$ cat src/rtl/fir_xifu_pkg.sv
// Shared types for the FIR XIF extension: ID sizing, issuer FSM states and
// the issue/commit payload structs.
package fir_xifu_pkg;

    localparam int X_ID_WIDTH = 4;
    localparam int X_ID_MAX   = 16;
    // Wide enough to hold 0..X_ID_MAX outstanding IDs.
    localparam int CNT_W      = 5;

    typedef logic [X_ID_WIDTH-1:0] xid_t;

    typedef enum logic [1:0] {
        ISS_IDLE,
        ISS_ISSUE,
        ISS_COMMIT
    } issuer_state_t;

    typedef struct packed {
        logic [31:0] instr;
        logic [31:0] rs1;
        logic [31:0] rs2;
        xid_t        id;
    } issue_req_t;

    typedef struct packed {
        xid_t id;
        logic kill;
    } commit_t;

endpackage

$ cat src/rtl/fir_xif_id_tracker.sv
// In-order XIF ID allocator: next_id counter, outstanding bitmap, in-flight
// count and sticky error for results that arrive for an ID not in flight.
module fir_xif_id_tracker
    import fir_xifu_pkg::*;
#(
    parameter int MAX_OUTSTANDING = 8
) (
    input  logic             clk_i,
    input  logic             rst_ni,
    input  logic             advance_i,
    input  logic             set_i,
    input  logic             clr_valid_i,
    input  xid_t             clr_id_i,
    output xid_t             next_id_o,
    output logic             can_alloc_o,
    output logic             clr_hit_o,
    output logic [CNT_W-1:0] count_o,
    output logic             error_o
);

    logic [X_ID_MAX-1:0] bitmap_q, bitmap_d;
    xid_t                next_id_q, next_id_d;
    logic [CNT_W-1:0]    count_q, count_d;
    logic                error_q, error_d;
    logic                clr_hit;

    always_comb begin
        bitmap_d  = bitmap_q;
        next_id_d = next_id_q;
        error_d   = error_q;
        clr_hit   = clr_valid_i & bitmap_q[clr_id_i];
        if (clr_hit) begin
            bitmap_d[clr_id_i] = 1'b0;
        end else if (clr_valid_i) begin
            error_d = 1'b1;
        end
        // The ID being set is never busy (checked before issue), so set and
        // clear never collide on the same bit.
        if (set_i) begin
            bitmap_d[next_id_q] = 1'b1;
        end
        if (advance_i) begin
            next_id_d = next_id_q + xid_t'(1);
        end
        count_d = count_q + CNT_W'(set_i) - CNT_W'(clr_hit);
    end

    always_ff @(posedge clk_i or negedge rst_ni) begin
        if (!rst_ni) begin
            bitmap_q  <= '0;
            next_id_q <= '0;
            count_q   <= '0;
            error_q   <= 1'b0;
        end else begin
            bitmap_q  <= bitmap_d;
            next_id_q <= next_id_d;
            count_q   <= count_d;
            error_q   <= error_d;
        end
    end

    assign next_id_o   = next_id_q;
    assign can_alloc_o = !bitmap_q[next_id_q] && (count_q < CNT_W'(MAX_OUTSTANDING));
    assign clr_hit_o   = clr_hit;
    assign count_o     = count_q;
    assign error_o     = error_q;

endmodule

$ cat src/rtl/fir_xif_issuer.sv
// Core-side XIF initiator: issue -> commit sequencing with in-order IDs and
// result retirement into the RF write port. FIR_XIF_ISSUER_PERF_EN adds counters.
module fir_xif_issuer
    import fir_xifu_pkg::*;
#(
    parameter int MAX_OUTSTANDING = 8
) (
    input  logic        clk_i,
    input  logic        rst_ni,
    input  logic        instr_valid_i,
    output logic        instr_ready_o,
    input  logic [31:0] instr_i,
    input  logic [31:0] rs1_val_i,
    input  logic [31:0] rs2_val_i,
    input  logic        kill_i,
    output logic        issue_valid_o,
    input  logic        issue_ready_i,
    output logic [31:0] issue_instr_o,
    output logic [63:0] issue_rs_o,
    output logic [3:0]  issue_id_o,
    input  logic        issue_accept_i,
    input  logic        issue_writeback_i,
    output logic        commit_valid_o,
    output logic [3:0]  commit_id_o,
    output logic        commit_kill_o,
    input  logic        result_valid_i,
    output logic        result_ready_o,
    input  logic [3:0]  result_id_i,
    input  logic [4:0]  result_rd_i,
    input  logic [31:0] result_data_i,
    input  logic        result_we_i,
    output logic        rf_we_o,
    output logic [4:0]  rf_waddr_o,
    output logic [31:0] rf_wdata_o,
    input  logic        rf_gnt_i,
    output logic        rejected_o,
    output logic        error_o,
    output logic [4:0]  outstanding_o,
    output logic [31:0] perf_issued_o,
    output logic [31:0] perf_rejected_o,
    output logic [31:0] perf_stall_o
);

    // Handshakes: a transfer happens in a cycle where valid && ready; once
    // issue_valid_o rises, it and the payload hold until issue_ready_i.
    issuer_state_t    state_q;
    issue_req_t       req_q;
    logic             issue_valid_q, commit_valid_q, accept_q, wb_q;
    logic             issue_hs, result_hs, set_en, can_alloc, clr_hit;
    xid_t             next_id;
    logic [CNT_W-1:0] count;
    commit_t          commit_s;

    assign issue_hs  = issue_valid_q & issue_ready_i;
    assign set_en    = commit_valid_q & accept_q & wb_q & ~kill_i;
    assign result_hs = result_valid_i & result_ready_o;

    fir_xif_id_tracker #(
        .MAX_OUTSTANDING(MAX_OUTSTANDING)
    ) u_tracker (
        .clk_i       (clk_i),
        .rst_ni      (rst_ni),
        .advance_i   (commit_valid_q),
        .set_i       (set_en),
        .clr_valid_i (result_hs),
        .clr_id_i    (result_id_i),
        .next_id_o   (next_id),
        .can_alloc_o (can_alloc),
        .clr_hit_o   (clr_hit),
        .count_o     (count),
        .error_o     (error_o)
    );

    always_ff @(posedge clk_i or negedge rst_ni) begin
        if (!rst_ni) begin
            state_q        <= ISS_IDLE;
            req_q          <= '0;
            issue_valid_q  <= 1'b0;
            commit_valid_q <= 1'b0;
            accept_q       <= 1'b0;
            wb_q           <= 1'b0;
        end else begin
            case (state_q)
                ISS_IDLE: begin
                    if (instr_valid_i && can_alloc) begin
                        req_q.instr   <= instr_i;
                        req_q.rs1     <= rs1_val_i;
                        req_q.rs2     <= rs2_val_i;
                        req_q.id      <= next_id;
                        issue_valid_q <= 1'b1;
                        state_q       <= ISS_ISSUE;
                    end
                end
                ISS_ISSUE: begin
                    if (issue_ready_i) begin
                        accept_q       <= issue_accept_i;
                        wb_q           <= issue_writeback_i;
                        issue_valid_q  <= 1'b0;
                        commit_valid_q <= 1'b1;
                        state_q        <= ISS_COMMIT;
                    end
                end
                ISS_COMMIT: begin
                    commit_valid_q <= 1'b0;
                    state_q        <= ISS_IDLE;
                end
                default: begin
                    issue_valid_q  <= 1'b0;
                    commit_valid_q <= 1'b0;
                    state_q        <= ISS_IDLE;
                end
            endcase
        end
    end

    // kill_i only matters in the commit cycle; a rejected issue is always killed.
    assign commit_s.id   = req_q.id;
    assign commit_s.kill = commit_valid_q & (kill_i | ~accept_q);

    assign instr_ready_o  = issue_hs;
    assign issue_valid_o  = issue_valid_q;
    assign issue_instr_o  = req_q.instr;
    assign issue_rs_o     = {req_q.rs2, req_q.rs1};
    assign issue_id_o     = req_q.id;
    assign commit_valid_o = commit_valid_q;
    assign commit_id_o    = commit_s.id;
    assign commit_kill_o  = commit_s.kill;
    assign rejected_o     = commit_valid_q & ~accept_q;
    assign outstanding_o  = count;

    assign result_ready_o = ~result_we_i | rf_gnt_i;
    assign rf_we_o        = clr_hit & result_we_i;
    assign rf_waddr_o     = rf_we_o ? result_rd_i : 5'd0;
    assign rf_wdata_o     = rf_we_o ? result_data_i : 32'd0;

`ifdef FIR_XIF_ISSUER_PERF_EN
    logic [31:0] perf_issued_q, perf_rejected_q, perf_stall_q;
    logic        stall;

    assign stall = ((state_q == ISS_IDLE) && instr_valid_i && !can_alloc) ||
                   ((state_q == ISS_ISSUE) && !issue_ready_i);

    always_ff @(posedge clk_i or negedge rst_ni) begin
        if (!rst_ni) begin
            perf_issued_q   <= '0;
            perf_rejected_q <= '0;
            perf_stall_q    <= '0;
        end else begin
            if (issue_hs)   perf_issued_q   <= perf_issued_q + 32'd1;
            if (rejected_o) perf_rejected_q <= perf_rejected_q + 32'd1;
            if (stall)      perf_stall_q    <= perf_stall_q + 32'd1;
        end
    end

    assign perf_issued_o   = perf_issued_q;
    assign perf_rejected_o = perf_rejected_q;
    assign perf_stall_o    = perf_stall_q;
`else
    assign perf_issued_o   = 32'h0;
    assign perf_rejected_o = 32'h0;
    assign perf_stall_o    = 32'h0;
`endif

endmodule

$ cat config.mk
export PLATFORM = sky130hd
export DESIGN_NAME = fir_xif_issuer
export DESIGN_NICKNAME = d
export VERILOG_FILES = /design/src/rtl/fir_xifu_pkg.sv /design/src/rtl/fir_xif_id_tracker.sv /design/src/rtl/fir_xif_issuer.sv
export SDC_FILE = /design/constraint.sdc
export NUM_CORES = 1
export LEC_CHECK = 0
export BUFFER_PORTS_ARGS = -buffer_cell sky130_fd_sc_hd__buf_2
export CORE_ASPECT_RATIO = 0.8
export CORE_MARGIN = 1
export CORE_UTILIZATION = 25
export DETAILED_ROUTE_END_ITERATION = 16
export MAX_ROUTING_LAYER = met4
export PLACE_DENSITY_LB_ADDON = 0.08
export SYNTH_ARGS = -nofsm -noshare
export SYNTH_HDL_FRONTEND = slang
export SYNTH_SLANG_ARGS = --single-unit
$ cat constraint.sdc
create_clock -name clk_i -period 3 [get_ports clk_i]
set_clock_uncertainty 0.05 [all_clocks]
set_input_delay 0.15 -clock clk_i [delete_from_list [all_inputs] [get_ports clk_i]]
set_output_delay 0.15 -clock clk_i [all_outputs]
set_load 0.01 [all_outputs]
# Yosys cells after proc, flatten, opt, wreduce, memory -nomap -nowiden
# Cells that the tools add are included.
# totals
regBits,132
in_bits,147
out_inout_bits,250
wordCells,77
# op_classes
reduce_logical,12
bitwise_logic,20
muxes,20
n_addsub,3
magnitude_cmp,5
eq_ne,4
# ops
op,count
2-to-1 mux 16 bit,2
2-to-1 mux 32 bit,1
bitwise AND 16 bit,1
inverter 16 bit,1
bitwise OR 16 bit,1
< comparator 4 x 5 -> 1 bit (second input constant),2
AND reduction 2 bit,5
bitwise AND 1 bit,9
binary-select mux 1 bit (select 4 bit),2
demux 1 bit (select 4 bit),2
greater-or-equal comparator 4 x 1 -> 1 bit (second input constant),2
2-to-1 mux 1 bit,7
inverter 1 bit,6
adder 5 x 1 -> 5 bit,1
< comparator 5 x 4 -> 1 bit (second input constant),1
2-to-1 mux 5 bit,1
subtractor 5 x 1 -> 5 bit,1
adder 4 x 1 -> 4 bit (second input constant),1
logical AND 1 bit,4
2-to-1 mux 2 bit,2
!= test 2 bit (second input constant),2
one-hot mux 2 bit (2 select lines),1
one-hot mux 1 bit (3 select lines),1
AND reduction 3 bit,1
6 further kinds,7

# Depth between registers and ports, before layout
# depth
word_depth,9
ltp_mapped,14
depth_no_buf,12

# By module
# Synthesis repeated with hierarchy kept, for this count alone.
# unflattened
cells_unflattened,524
area_unflattened_um2,7066.8
# modules_own_cells
module,seq_area_each_um2,area_each_um2,cells_per_inst,instances
fir_xif_issuer,2652.5,5477.8,384,1
fir_xif_id_tracker,650.6,1589.0,140,1

# Worst setup path before layout
# No wires, ideal clock.
# synth_path
kind,reg2reg
start,reg u_tracker.bitmap_q[7]
end,"reg u_tracker.count_q[4], in the netlist u_tracker.count_o[4]"
t_required_ns,2.822
synth_period_minus_slack_ns,2.715
n_path_buf,1
t_arrival_ns,2.538
path_stages_with_launch,14
setup_ns,0.128
setup_slack_ns,0.285
path_cell_list,dfrtp_1 > mux4_2 > mux2i_1 > o22ai_1 > clkbuf_1 > ha_1 > inv_1 > ha_1 > inv_1 > fa_1 > inv_1 > a21o_1 > a21oi_1 > xor2_1
# synth_via
elab_chain_cells,4
# synth_lines
item,line,source
"start, declared",fir_xif_id_tracker.sv:21,"logic [X_ID_MAX-1:0] bitmap_q, bitmap_d;"
"start signal, assigned",fir_xif_id_tracker.sv:55,bitmap_q <= bitmap_d;
binary-select mux 1 bit (select 4 bit),fir_xif_id_tracker.sv:31,clr_hit = clr_valid_i & bitmap_q[clr_id_i];
2-to-1 mux 1 bit (not written as such),fir_xif_id_tracker.sv:31,
bitwise AND 1 bit,fir_xif_id_tracker.sv:31,
subtractor 5 x 1 -> 5 bit,fir_xif_id_tracker.sv:45,count_d = count_q + CNT_W'(set_i) - CNT_W'(clr_hit);
via u_tracker.count_d[4],fir_xif_id_tracker.sv:23,"logic [CNT_W-1:0] count_q, count_d;"
"end signal, assigned",fir_xif_id_tracker.sv:57,count_q <= count_d;
"end, declared",fir_xif_id_tracker.sv:23,
# The timed path passes the listed nets, and every way through them passes these cells. The select of a mux whose other input is x is not followed.
# A chain may end at the register's enable or synchronous reset.

# Final worst setup path
# Same ends and word-level chain as after synthesis.

==> out/metrics.yaml <==
final_layout:
  nets: 1097
  fin_area_um2: 10060
  antenna_cells: 0
  drive_gt1_share_pct: 47.26
  final_cell_count_no_fill: 1314
  area_delta_synth_final_pct: 44.93
logic_synthesis:
  yosysMostFrequentCell: "dfrtp_1"
  avgSynthCellArea_um2: 12.88
  ys.flop_type: "dfrtp_1"
  synth_common_cells: "132 x dfrtp_1, 100 x buf_4, 88 x mux2_4"
  yosys_warnings: 0
  synthTopCellsByArea: "dfrtp_1 48%, mux2_4 19%, buf_4 11%, and3_1 3.5%, mux2_2 2.3%"
  netlist.area_leader.share_pct: 47.59
  synth-seq-cells: 132
  ys_seq_area_share_pct: 47.59
  ys_types: 37
  syn_area_um2: 6940
  syn_inst: 539
  synth_top_cell_by_area: "dfrtp_1"
  synth_edf_count: 0
  async_flop_share_pct: 100.0
floorplanning:
  die_area_um2: 28440
  num_rows: 54
  die_width_um: 188.3
  core_area_um2: 27300
  initial_core_util_pct: 25.43
  die_y_um: 151.0
  io_pins: 397
critical_path:
  cpPeakStageDelay_ns: 0.51
  critPathKind: "flop to flop"
  slowest_stage: "mux4_2"
  cp-end-kind: "flop"
  crit_arrival_ns: 2.99
  critPathMaxFanout: 3
  crit_top_cell: "inv_1"
  cp_cell_sequence: "mux4_2 -> mux2i_1 -> o22ai_2 -> ha_1 -> inv_1 -> ha_1 -> inv_1 -> fa_1 -> inv_1 -> a21o_1 -> a21oi_1 -> xor2_1"
  cp.required_ns: 3.25
  worst_setup_path_start_kind: "flop"
  critPathTopFamily: "adder cells"
  critPathBufInv: 3
global_route:
  grt_usage_pct: 13.43
  grt_first_pass_wirelength_um: 28540
  first_global_vias: 4984
  overflow: 0
  antenna_found_initial: 0
  grt_max_degree: 67
routing:
  drc: 0
  routed_wl_um: 18470
  avgViaCountPerCell: 3.882
  avgRoutedWirePerCell_um: 14.06
  vias: 5101
  dr.pass1.iters: 4
  drtIter0Drc: 149
  ant_nets: 0
sta:
  hold_viol_final: 0
  slew_violations: 0
  finalSetupTns_ns: 0
  fin_crit_sh_pct: 91.34
  relSlewSlack_pct: 46.30
  min_period_ns: 2.740
  setup_slack_ns: 0.2598
  tightestPinTransition_ns: 0.8037
  rsz0062_at_grt: "false"
  finalSetupViolCount: 0
  fmax_ghz: 0.3649
status:
  outcome: "completed"
flow_run:
  drv_cap: 0
place:
  place.gp.congestion: 0.7558
  dp_hpwl_um: 13280
  place_inst: 1185
  place_ws_ns: 0.1536
  dpl-instance-area_um2: 8503
  port-buffer-count: 300
clocking:
  clk_pin_slew_ns: 0.05
  cts_root_buffer: "clkbuf_16"
  clock_sinks: 132
  cts_tree: "yes"
  cts_buffers: 17
  cts_max_path_buffers: 2
  post_cts_resized: 0
  htreeDepth: 4
  clk_latency_ns: 0.42
power:
  vdd_ir_drop_max_v: 0.0003860
  p_leak_nw: 5.647
  power_density_nw_per_um2: 409.5
min_path:
  min_path_type: "input pin to flop"
## worst min-delay path, stage by stage
cell	delay, ns
buf_2	0.13
nand3b_1	0.17
inv_1	0.05
## state kept, by name, summed over array words and instances (netlist names)
register and count:
accept_q 1, commit_id_o 4, commit_valid_o 1, issue_instr_o 32
issue_rs_o 64, issue_valid_o 1, state_q 2, u_tracker.bitmap_q 16
u_tracker.count_o 5, u_tracker.error_o 1, u_tracker.next_id_o 4, wb_q 1
## logic make-up after synthesis
group | count (synthesis) | share of synthesized area (%)
flops | 132 | 47.59
simple gates | 93 | 7.482
fa+ha+maj | 11 | 2.091
other cells | 1 | 0.05403
compound gates | 34 | 3.245
buf+inv | 146 | 14.55
mux | 116 | 24.23
xor+xnor | 6 | 0.7572
## stage by stage
| step | power (mW) | utilization, % | hold slack (ns) |
|---|---|---|---|
| floorplan | 1.982 | - | -0.1956 |
| global placement | 2.035 | 31.15 | 0.1745 |
| detailed placement | 2.034 | 31.15 | 0.1637 |
| CTS | 4.205 | 36.85 | 0.04607 |
| global route | 4.314 | 36.85 | 0.07711 |
| finish | 4.119 | 36.85 | 0.07510 |
## layout make-up
type	count	area, µm²
Clock buffer	26	519.2
Tap cell	364	455.4
Clock inverter	4	45.04
Sequential cell	132	3303
Multi-Input combinational cell	356	3002
Timing Repair Buffer	412	2659
Inverter	20	75.07
Fill cell	2733	17240
## per-layer routing
layer	share of wire (%)	GRT usage (%)	routed length (µm)
met3	4.8	3.290	895
met2	44	19.17	8182
met5	0	-	0
met4	2.4	5.447	438
met1	48	18.13	8953
## cells in the final DEF (no fill, tap or decap), drive strengths merged, types with 3 or more instances in the layout
| master | synthesis | final |
|---|---|---|
| nand2 | 21 | 21 |
| inv | 20 | 20 |
| buf | 114 | 313 |
| mux2 | 102 | 102 |
| nor2b | 5 | 5 |
| clkbuf | 12 | 26 |
| a22o | 8 | 8 |
| dfrtp | 132 | 132 |
| clkinv | 0 | 3 |
| a21o | 3 | 3 |
| and3 | 39 | 39 |
| conb | 1 | 96 |
| nor2 | 5 | 5 |
| mux4 | 5 | 5 |
| xnor2 | 4 | 4 |
| nand3b | 4 | 4 |
| nor3b | 3 | 3 |
| and2 | 3 | 3 |
| dlygate4sd3 | 0 | 99 |
| ha | 10 | 10 |
| o21ai | 15 | 15 |
| mux2i | 9 | 9 |
| nand2b | 3 | 3 |
| nand3 | 7 | 7 |
## timing repair
action / CTS / global route
hold endpoints to repair: 162 / 0
setup buffers: 0 / 0
hold buffers: 99 / 0
## report_power, final
group	switching, mW	leakage, nW	total, mW	internal [mW]
clock	0.755	0.282	2.01	1.26
combinational	0.157	3.55	0.323	0.166
sequential	0.000000000305	1.81	1.78	1.78
## worst paths after layout
path                                        from              endpoint  slack, ns  depth (start not counted)
setup / recovery           u_tracker.bitmap_q[7]  u_tracker.count_o[4]       0.26                         12
hold / removal                     issue_ready_i            state_q[1]       0.08                          3
setup reg to reg           u_tracker.bitmap_q[7]  u_tracker.count_o[4]       0.26                         12
hold reg to reg                u_tracker.error_o     u_tracker.error_o       0.43                          1
max in group asynchronous                 rst_ni      issue_instr_o[5]       1.88                          3
min in group asynchronous                 rst_ni     issue_instr_o[16]       0.26                          2
No activity file was read; power rests on OpenSTA's default activity.
